[config.mk]
export PLATFORM = sky130hd
export DESIGN_NAME = ps2_keypad_rx
export DESIGN_NICKNAME = d
export VERILOG_FILES = /design/src/rtl/ps2_keypad_rx.sv
export SDC_FILE = /design/constraint.sdc
export NUM_CORES = 1
export LEC_CHECK = 0
export ABC_AREA = 1
export BUFFER_PORTS_ARGS = -buffer_cell sky130_fd_sc_hd__buf_2
export CORE_ASPECT_RATIO = 0.8
export CORE_MARGIN = 1
export CORE_UTILIZATION = 65
export CTS_BUF_LIST = sky130_fd_sc_hd__clkbuf_8
export CTS_CLUSTER_SIZE = 40
export DETAILED_ROUTE_END_ITERATION = 16
export PLACE_DENSITY = 0.88
export SLEW_MARGIN = 20
export SYNTH_ARGS = -nofsm -noshare
export SYNTH_HDL_FRONTEND = slang
export SYNTH_SLANG_ARGS = --single-unit
[constraint.sdc]
create_clock -name clk -period 5.8 [get_ports clk]
set_clock_uncertainty 0.15 [all_clocks]
set_input_delay 0.58 -clock clk [delete_from_list [all_inputs] [get_ports clk]]
set_output_delay 0.58 -clock clk [all_outputs]
set_load 0.05 [all_outputs]
[src/rtl/ps2_keypad_rx.sv]
`default_nettype none
// ============================================================================
// Module   : ps2_keypad_rx
// Purpose  : PS/2 keyboard receiver. Turns scan codes into a held key value
//            for the alarm controller, with a 4-deep FIFO and minimum hold.
// Revision : 1.0 - initial release
// ============================================================================
module ps2_keypad_rx #(
    parameter int MIN_HOLD = 400000,
    parameter int TIMEOUT  = 100000
) (
    input  logic       clk,
    input  logic       reset,
    input  logic       ps2_clk,
    input  logic       ps2_data,
    output logic [7:0] key,
    output logic       key_valid,
    output logic       frame_err,
    output logic       overrun
);

    localparam int HOLD_W = (MIN_HOLD > 1) ? $clog2(MIN_HOLD) : 1;
    localparam int TO_W   = (TIMEOUT  > 1) ? $clog2(TIMEOUT)  : 1;
    localparam logic [HOLD_W-1:0] HOLD_LOAD = HOLD_W'(MIN_HOLD - 1);
    localparam logic [TO_W-1:0]   TO_LAST   = TO_W'(TIMEOUT - 1);

    typedef enum logic [1:0] {
        RX_IDLE   = 2'd0,
        RX_DATA   = 2'd1,
        RX_PARITY = 2'd2,
        RX_STOP   = 2'd3
    } rx_state_e;

    // Synchronizers and edge detect
    logic [1:0] clk_sync_q;
    logic [1:0] data_sync_q;
    logic       clk_prev_q;
    logic       fall;
    logic       rx_bit;

    assign fall   = clk_prev_q & ~clk_sync_q[1];
    assign rx_bit = data_sync_q[1];

    // Receiver
    rx_state_e         state_q, state_d;
    logic [2:0]        bit_cnt_q, bit_cnt_d;
    logic [7:0]        shift_q, shift_d;
    logic              par_q, par_d;
    logic [TO_W-1:0]   to_cnt_q, to_cnt_d;
    logic              byte_stb_q, byte_stb_d;
    logic              frame_err_q, frame_err_d;

    // Decoder
    logic              ext_q, ext_d;
    logic              brk_q, brk_d;
    logic              enq;
    logic [7:0]        enq_data;

    // FIFO and key hold
    logic [7:0]        mem_q [4];
    logic [1:0]        wr_ptr_q, wr_ptr_d;
    logic [1:0]        rd_ptr_q, rd_ptr_d;
    logic [2:0]        count_q, count_d;
    logic [HOLD_W-1:0] hold_q, hold_d;
    logic [7:0]        key_q, key_d;
    logic              key_valid_q;
    logic              overrun_q, overrun_d;
    logic              pop;
    logic              push;

    always_comb begin
        state_d     = state_q;
        bit_cnt_d   = bit_cnt_q;
        shift_d     = shift_q;
        par_d       = par_q;
        to_cnt_d    = to_cnt_q;
        byte_stb_d  = 1'b0;
        frame_err_d = 1'b0;

        // A stalled keyboard mid-frame drops us back to IDLE
        if (state_q == RX_IDLE) begin
            to_cnt_d = '0;
        end else if (!fall) begin
            if (to_cnt_q == TO_LAST) begin
                state_d     = RX_IDLE;
                frame_err_d = 1'b1;
                to_cnt_d    = '0;
            end else begin
                to_cnt_d = to_cnt_q + 1'b1;
            end
        end

        if (fall) begin
            to_cnt_d = '0;
            case (state_q)
                RX_IDLE: begin
                    if (!rx_bit) begin
                        state_d   = RX_DATA;
                        bit_cnt_d = 3'd0;
                    end else begin
                        frame_err_d = 1'b1;
                    end
                end
                RX_DATA: begin
                    shift_d   = {rx_bit, shift_q[7:1]};
                    bit_cnt_d = bit_cnt_q + 3'd1;
                    if (bit_cnt_q == 3'd7) begin
                        state_d = RX_PARITY;
                    end
                end
                RX_PARITY: begin
                    par_d   = rx_bit;
                    state_d = RX_STOP;
                end
                RX_STOP: begin
                    state_d = RX_IDLE;
                    if (rx_bit && (^{shift_q, par_q})) begin
                        byte_stb_d = 1'b1;
                    end else begin
                        frame_err_d = 1'b1;
                    end
                end
                default: state_d = RX_IDLE;
            endcase
        end
    end

    // A break prefix turns the following code into a "no key" release
    always_comb begin
        ext_d    = ext_q;
        brk_d    = brk_q;
        enq      = 1'b0;
        enq_data = 8'h00;
        if (byte_stb_q) begin
            if (brk_q) begin
                enq      = 1'b1;
                enq_data = 8'h00;
                brk_d    = 1'b0;
                ext_d    = 1'b0;
            end else if (shift_q == 8'hE0) begin
                ext_d = 1'b1;
            end else if (shift_q == 8'hF0) begin
                brk_d    = 1'b1;
                enq      = 1'b1;
                enq_data = 8'hF0;
            end else begin
                enq      = 1'b1;
                enq_data = shift_q;
                ext_d    = 1'b0;
            end
        end
    end

    // Pop is served first, so a full FIFO still takes a write on a pop cycle
    always_comb begin
        pop       = (count_q != 3'd0) && (hold_q == '0);
        push      = enq && ((count_q != 3'd4) || pop);
        overrun_d = enq && !push;
        wr_ptr_d  = push ? wr_ptr_q + 2'd1 : wr_ptr_q;
        rd_ptr_d  = pop  ? rd_ptr_q + 2'd1 : rd_ptr_q;
        count_d   = count_q + {2'b00, push} - {2'b00, pop};
        key_d     = pop ? mem_q[rd_ptr_q] : key_q;
        if (pop) begin
            hold_d = HOLD_LOAD;
        end else if (hold_q != '0) begin
            hold_d = hold_q - 1'b1;
        end else begin
            hold_d = hold_q;
        end
    end

    always_ff @(posedge clk or posedge reset) begin
        if (reset) begin
            clk_sync_q  <= 2'b11;
            data_sync_q <= 2'b11;
            clk_prev_q  <= 1'b1;
            state_q     <= RX_IDLE;
            bit_cnt_q   <= 3'd0;
            shift_q     <= 8'h00;
            par_q       <= 1'b0;
            to_cnt_q    <= '0;
            byte_stb_q  <= 1'b0;
            frame_err_q <= 1'b0;
            ext_q       <= 1'b0;
            brk_q       <= 1'b0;
            wr_ptr_q    <= 2'd0;
            rd_ptr_q    <= 2'd0;
            count_q     <= 3'd0;
            hold_q      <= '0;
            key_q       <= 8'h00;
            key_valid_q <= 1'b0;
            overrun_q   <= 1'b0;
        end else begin
            clk_sync_q  <= {clk_sync_q[0], ps2_clk};
            data_sync_q <= {data_sync_q[0], ps2_data};
            clk_prev_q  <= clk_sync_q[1];
            state_q     <= state_d;
            bit_cnt_q   <= bit_cnt_d;
            shift_q     <= shift_d;
            par_q       <= par_d;
            to_cnt_q    <= to_cnt_d;
            byte_stb_q  <= byte_stb_d;
            frame_err_q <= frame_err_d;
            ext_q       <= ext_d;
            brk_q       <= brk_d;
            wr_ptr_q    <= wr_ptr_d;
            rd_ptr_q    <= rd_ptr_d;
            count_q     <= count_d;
            hold_q      <= hold_d;
            key_q       <= key_d;
            key_valid_q <= pop;
            overrun_q   <= overrun_d;
        end
    end

    // Storage needs no reset: the count gates every read
    always_ff @(posedge clk) begin
        if (push) begin
            mem_q[wr_ptr_q] <= enq_data;
        end
    end

    assign key       = key_q;
    assign key_valid = key_valid_q;
    assign frame_err = frame_err_q;
    assign overrun   = overrun_q;

endmodule
`default_nettype wire

# After elaboration in Yosys (flattened, before gate mapping)
# Memory sizes are Yosys's and may differ from the RTL's. A register that Yosys moved wholly into a read port is not among the register bits.
# Index checks and enable logic that the tools add are counted.
# op_classes
addsub,7
n_mul,0
div_mod_pow,0
magnitude_cmp,0
n_eq_ne,9
shift,0
muxes,36
n_bitwise,2
n_reduce_logical,16
# op_table
operator,n
17-bit two-way mux,3
19-bit two-way mux,2
8-bit two-way mux,4
19-bit logical NOT,1
19-bit nonzero test,1
"19-bit by 1-bit subtractor with 19-bit output, second input constant",1
"17-bit by 1-bit adder with 17-bit output, second input constant",1
"17-bit == test, second input constant",1
1-bit two-way mux,17
"8-bit == test, second input constant",2
2-bit two-way mux,6
9-bit XOR reduction,1
2-bit case mux with 4 select lines,1
3-bit case mux with 2 select lines,1
"2-bit by 1-bit adder with 2-bit output, second input constant",2
"2-bit == test, second input constant",2
1-bit logical AND,4
2-bit AND reduction,2
2-bit nonzero test,2
3-bit by 1-bit adder with 3-bit output,1
"3-bit by 1-bit adder with 3-bit output, second input constant",1
"3-bit == test, second input constant",1
3-bit two-way mux,1
"3-bit inequality test, second input constant",1
other kinds (11),11
# word_totals
register_bits,67
latchBits,0
ramBits,32
rom_bits,0
output_inout_bits,11
n_memories,1
# mem_list
name,depth,word_bits,read_ports,rd_ports_with_merged_regs,write_ports,line_no,text
mem_q,4,8,1,1,1,60,logic [7:0] mem_q [4];

# Longest topological paths before layout
# logic_depth
ltp_word,7
ltp_mapped,13

# Worst setup path before layout
# No wires, ideal clock.
# synth_path
kind,register to register
from,reg hold_q[0]
to,reg count_q[2]
t_arrival_ps,2427
t_required_ps,5521
path_slack_ps,3095
stages_incl_launch_ff,14
synth_period_minus_slack_ps,2705
cell_sequence,dfrtp_1 inv_1 ha_1 inv_1 nor3_2 nand3_4 nand3_1 nand2_2 ha_1 inv_1 ha_1 fa_1 xnor2_1 xor2_1
# synth_between
elab_chain_cells,6
# synth_rtl
element,line_no,text
"start, declared",64,"logic [HOLD_W-1:0] hold_q, hold_d;"
"start signal, assigned",209,hold_q <= hold_d;
19-bit logical NOT (*),156,pop = (count_q != 3'd0) && (hold_q == '0);
1-bit logical AND (*),156,
1-bit logical OR,157,push = enq && ((count_q != 3'd4) || pop);
1-bit logical AND,157,
3-bit by 1-bit adder with 3-bit output,161,"count_d = count_q + {2'b00, push} - {2'b00, pop};"
3-bit by 1-bit subtractor with 3-bit output (*),161,
net count_d[2],63,"logic [2:0] count_q, count_d;"
"end signal, assigned",208,count_q <= count_d;
"end, declared",63,
# Mark *: on every way through the listed nets, which the timed path passes. The rest lies on a longest branch.
# A chain may end at the register's enable or synchronous reset.

# Final worst setup path
# Same ends and word-level chain as after synthesis.

==> run metrics <==
drt first pass iters=5; GRT met2 Usage=43.88%; routed vias/inst=5.507; share of cells above drive strength 1=12.23%; Async SR Flop Fraction=70.09%; Starting Density=about two thirds; Top Ports=15; top cell type's share of synthesized area=about a third; met3 usage=7.745%; Die Ht=81.30 um; CTS Buffer Depth=2; post-layout min period=3.178 ns; vias post-DR=3684; pwr dens=409.6 mW/mm^2; initial DRC count=approximately 230; worst hold path type=input port to register; largest net degree at the start of global routing=76; post-CTS sizing=0; Max Fclk=0.3147 GHz; total area of sequential cells=0.002844 sq mm; TNS Setup=0 ns; DRC Markers=0; post-synthesis net count=562; gr ovfl total=0; fillers=572; total power=between 2000 and 2500 uW; first-pass GRT wire length=16370 um; R2R depth=12; worst-path fanout max=25; Hold Startpoint=ps2_clk; Hold Buf Count CTS=0; capturing point of the worst reg2reg path=count_q[2]; setup bufs post-CTS=0; routability cong.=0.8856; most crowded layer after global routing=met2; Core Box Area=0.007497 sq mm; number of synthesis warnings=0; R2R Setup Slk=between 2 and 3 ns; fin crit share=54.79%; met1 GRT Util=roughly 33%; Tightest Pin Transition=0.9326 ns; P&R area growth vs syn=7.225%; commonest cells in the netlist=nor2_1, nand2_1, dfrtp_1; Tot GR Track Use=26.33%; outcome=completed; DP HPWL=6742 um; multi-input combinational cell area=~0.0019 sq mm; sequential area share after synthesis=55.67%; IO Port Bufs=14; CTS sink cnt=107; endpoints failing hold=0; worst vdd ir=~0.24 mV; Worst-path clk slew=0.10 ns; vias in the first global route=3657; Distinct cells, synth=45; Worst-Skew Late Latency=0.38 ns; Finished Layout Cells=roughly 670; Num CTS Buffers=9; post-route ant nets=0; WS Path Type=register to register; clock root cell=clkbuf_8; n_diodes=0; chip width=101.1 um; Most used DFF post-synth=dfrtp_1; Post-Syn Instances=542; Crit. End Element=register; synthesized cell area=0.005109 sq mm; hold endpoint=clk_sync_q[0]; Slew Viols, Final=0; Avg Inst Size Synth=9.426 sq um; Worst Setup Start Kind=register; die area=0.008220 sq mm; cell taking the most area after synthesis=dfrtp_1; cells taking the most area after synthesis=dfrtp_1, edfxtp_1, nor2_1; Slew Limit Headroom=between 30% and 40%; Min Hold Slack=about 0.15 ns; row count=28; CP required=5.96 ns; CP Data Arrival Time=3.33 ns; Pleak=0.002482 uW; RSZ-0062 raised after global routing=no; final setup violation count=0; Seq cells post-synth=107; WL final=9656 um; CTS tree=yes; reg2reg start=hold_q[0]; Post-synth EDFFs=32; fin nets=579; Final Core Density=73.06%; H-tree depth reported by CTS=3; initial antenna violation count=0; hold depth=1; placed insts=between 600 and 700; max-cap violation count=0; per-cell routed wire length=14.43 um; most frequent cell after synthesis=nor2_1
-- stage by stage --
step           setup slack, ns  cell area (sq um)
3_5_place_dp             2.642               5261
6_report                 2.622               5478
4_1_cts                  2.605               5478
5_1_grt                  2.383               5478
3_3_place_gp             2.787               5261
2_1_floorplan            3.095               5109
-- layer usage --
layer  up-vias  share of wire [%]
met2       101                 49
met5         -                  0
met1      1770                 44
met4         0               0.98
li1       1798                  -
met3        15                5.4
-- final cells by class --
class | count | share of cell area, %
Inverter | 75 | 5.139
Clock inverter | 7 | 1.690
Multi-Input combinational cell | 351 | 35.18
Clock buffer | 9 | 2.261
Sequential cell | 107 | 51.92
Timing Repair Buffer | 15 | 1.416
Tap cell | 105 | 2.398
-- flip-flops by register name, indices dropped and copies added, names as in the netlist, 2 cells and up --
register	cells
mem_q	32
hold_q	19
to_cnt_q	17
key	8
shift_q	8
bit_cnt_q	3
count_q	3
clk_sync_q	2
data_sync_q	2
rd_ptr_q	2
state_q	2
wr_ptr_q	2
-- cell usage in the layout, fill, tap and decap left out, types with 2 or more instances in the layout --
| master | count |
|---|---|
| nand3_1 | 15 |
| nor3_2 | 3 |
| ha_1 | 15 |
| dfstp_2 | 5 |
| a21oi_1 | 12 |
| nand4_1 | 8 |
| clkbuf_8 | 9 |
| inv_2 | 7 |
| xnor2_1 | 6 |
| buf_2 | 14 |
| nor3_1 | 12 |
| a31oi_1 | 10 |
| nor2_1 | 96 |
| o211ai_1 | 2 |
| clkinvlp_4 | 2 |
| inv_1 | 68 |
| nand2_1 | 72 |
| nand2_2 | 5 |
| nor2_4 | 6 |
| xor2_1 | 14 |
| bufinv_16 | 2 |
| nor4_1 | 4 |
| edfxtp_1 | 32 |
| dfrtp_1 | 70 |
| nor2_2 | 6 |
| o21ai_1 | 2 |
| o21ai_0 | 45 |
-- critical path, stage by stage, from the launching register on --
cell and delay, ns:
dfrtp_1 0.40, inv_1 0.18, ha_1 0.18, inv_1 0.07
nor3_2 0.24, nand3_4 0.22, nor2_4 0.47, ha_1 0.23
inv_1 0.04, ha_1 0.18, fa_1 0.39, xnor2_1 0.20
xor2_1 0.16
-- how the worst max path moves through the flow --
stage / from / to / cells past startpoint
after CTS: hold_q[0] / count_q[2] / 12
after global routing: hold_q[0] / count_q[2] / 12
after global placement: hold_q[0] / count_q[2] / 12
after floorplan: hold_q[0] / count_q[2] / 13
after detailed placement: hold_q[0] / count_q[2] / 12
final: hold_q[0] / count_q[2] / 12
-- report_power, final --
group,internal [uW],total (uW),switching [uW]
logic,240,689,449
registers,917,1060,147
clock network,241,490,248
total,1400,2240,845
-- logic make-up after synthesis --
| kind of cell | Yosys count | share of synthesized area [%] |
|---|---|---|
| simple gates | 233 | 20.99 |
| buf+inv | 84 | 6.613 |
| xor+xnor | 20 | 3.429 |
| flops | 107 | 55.67 |
| fa+ha+maj | 16 | 4.066 |
| compound gates | 81 | 9.013 |
| mux | 1 | 0.2204 |
No activity file was read; power rests on OpenSTA's default activity.
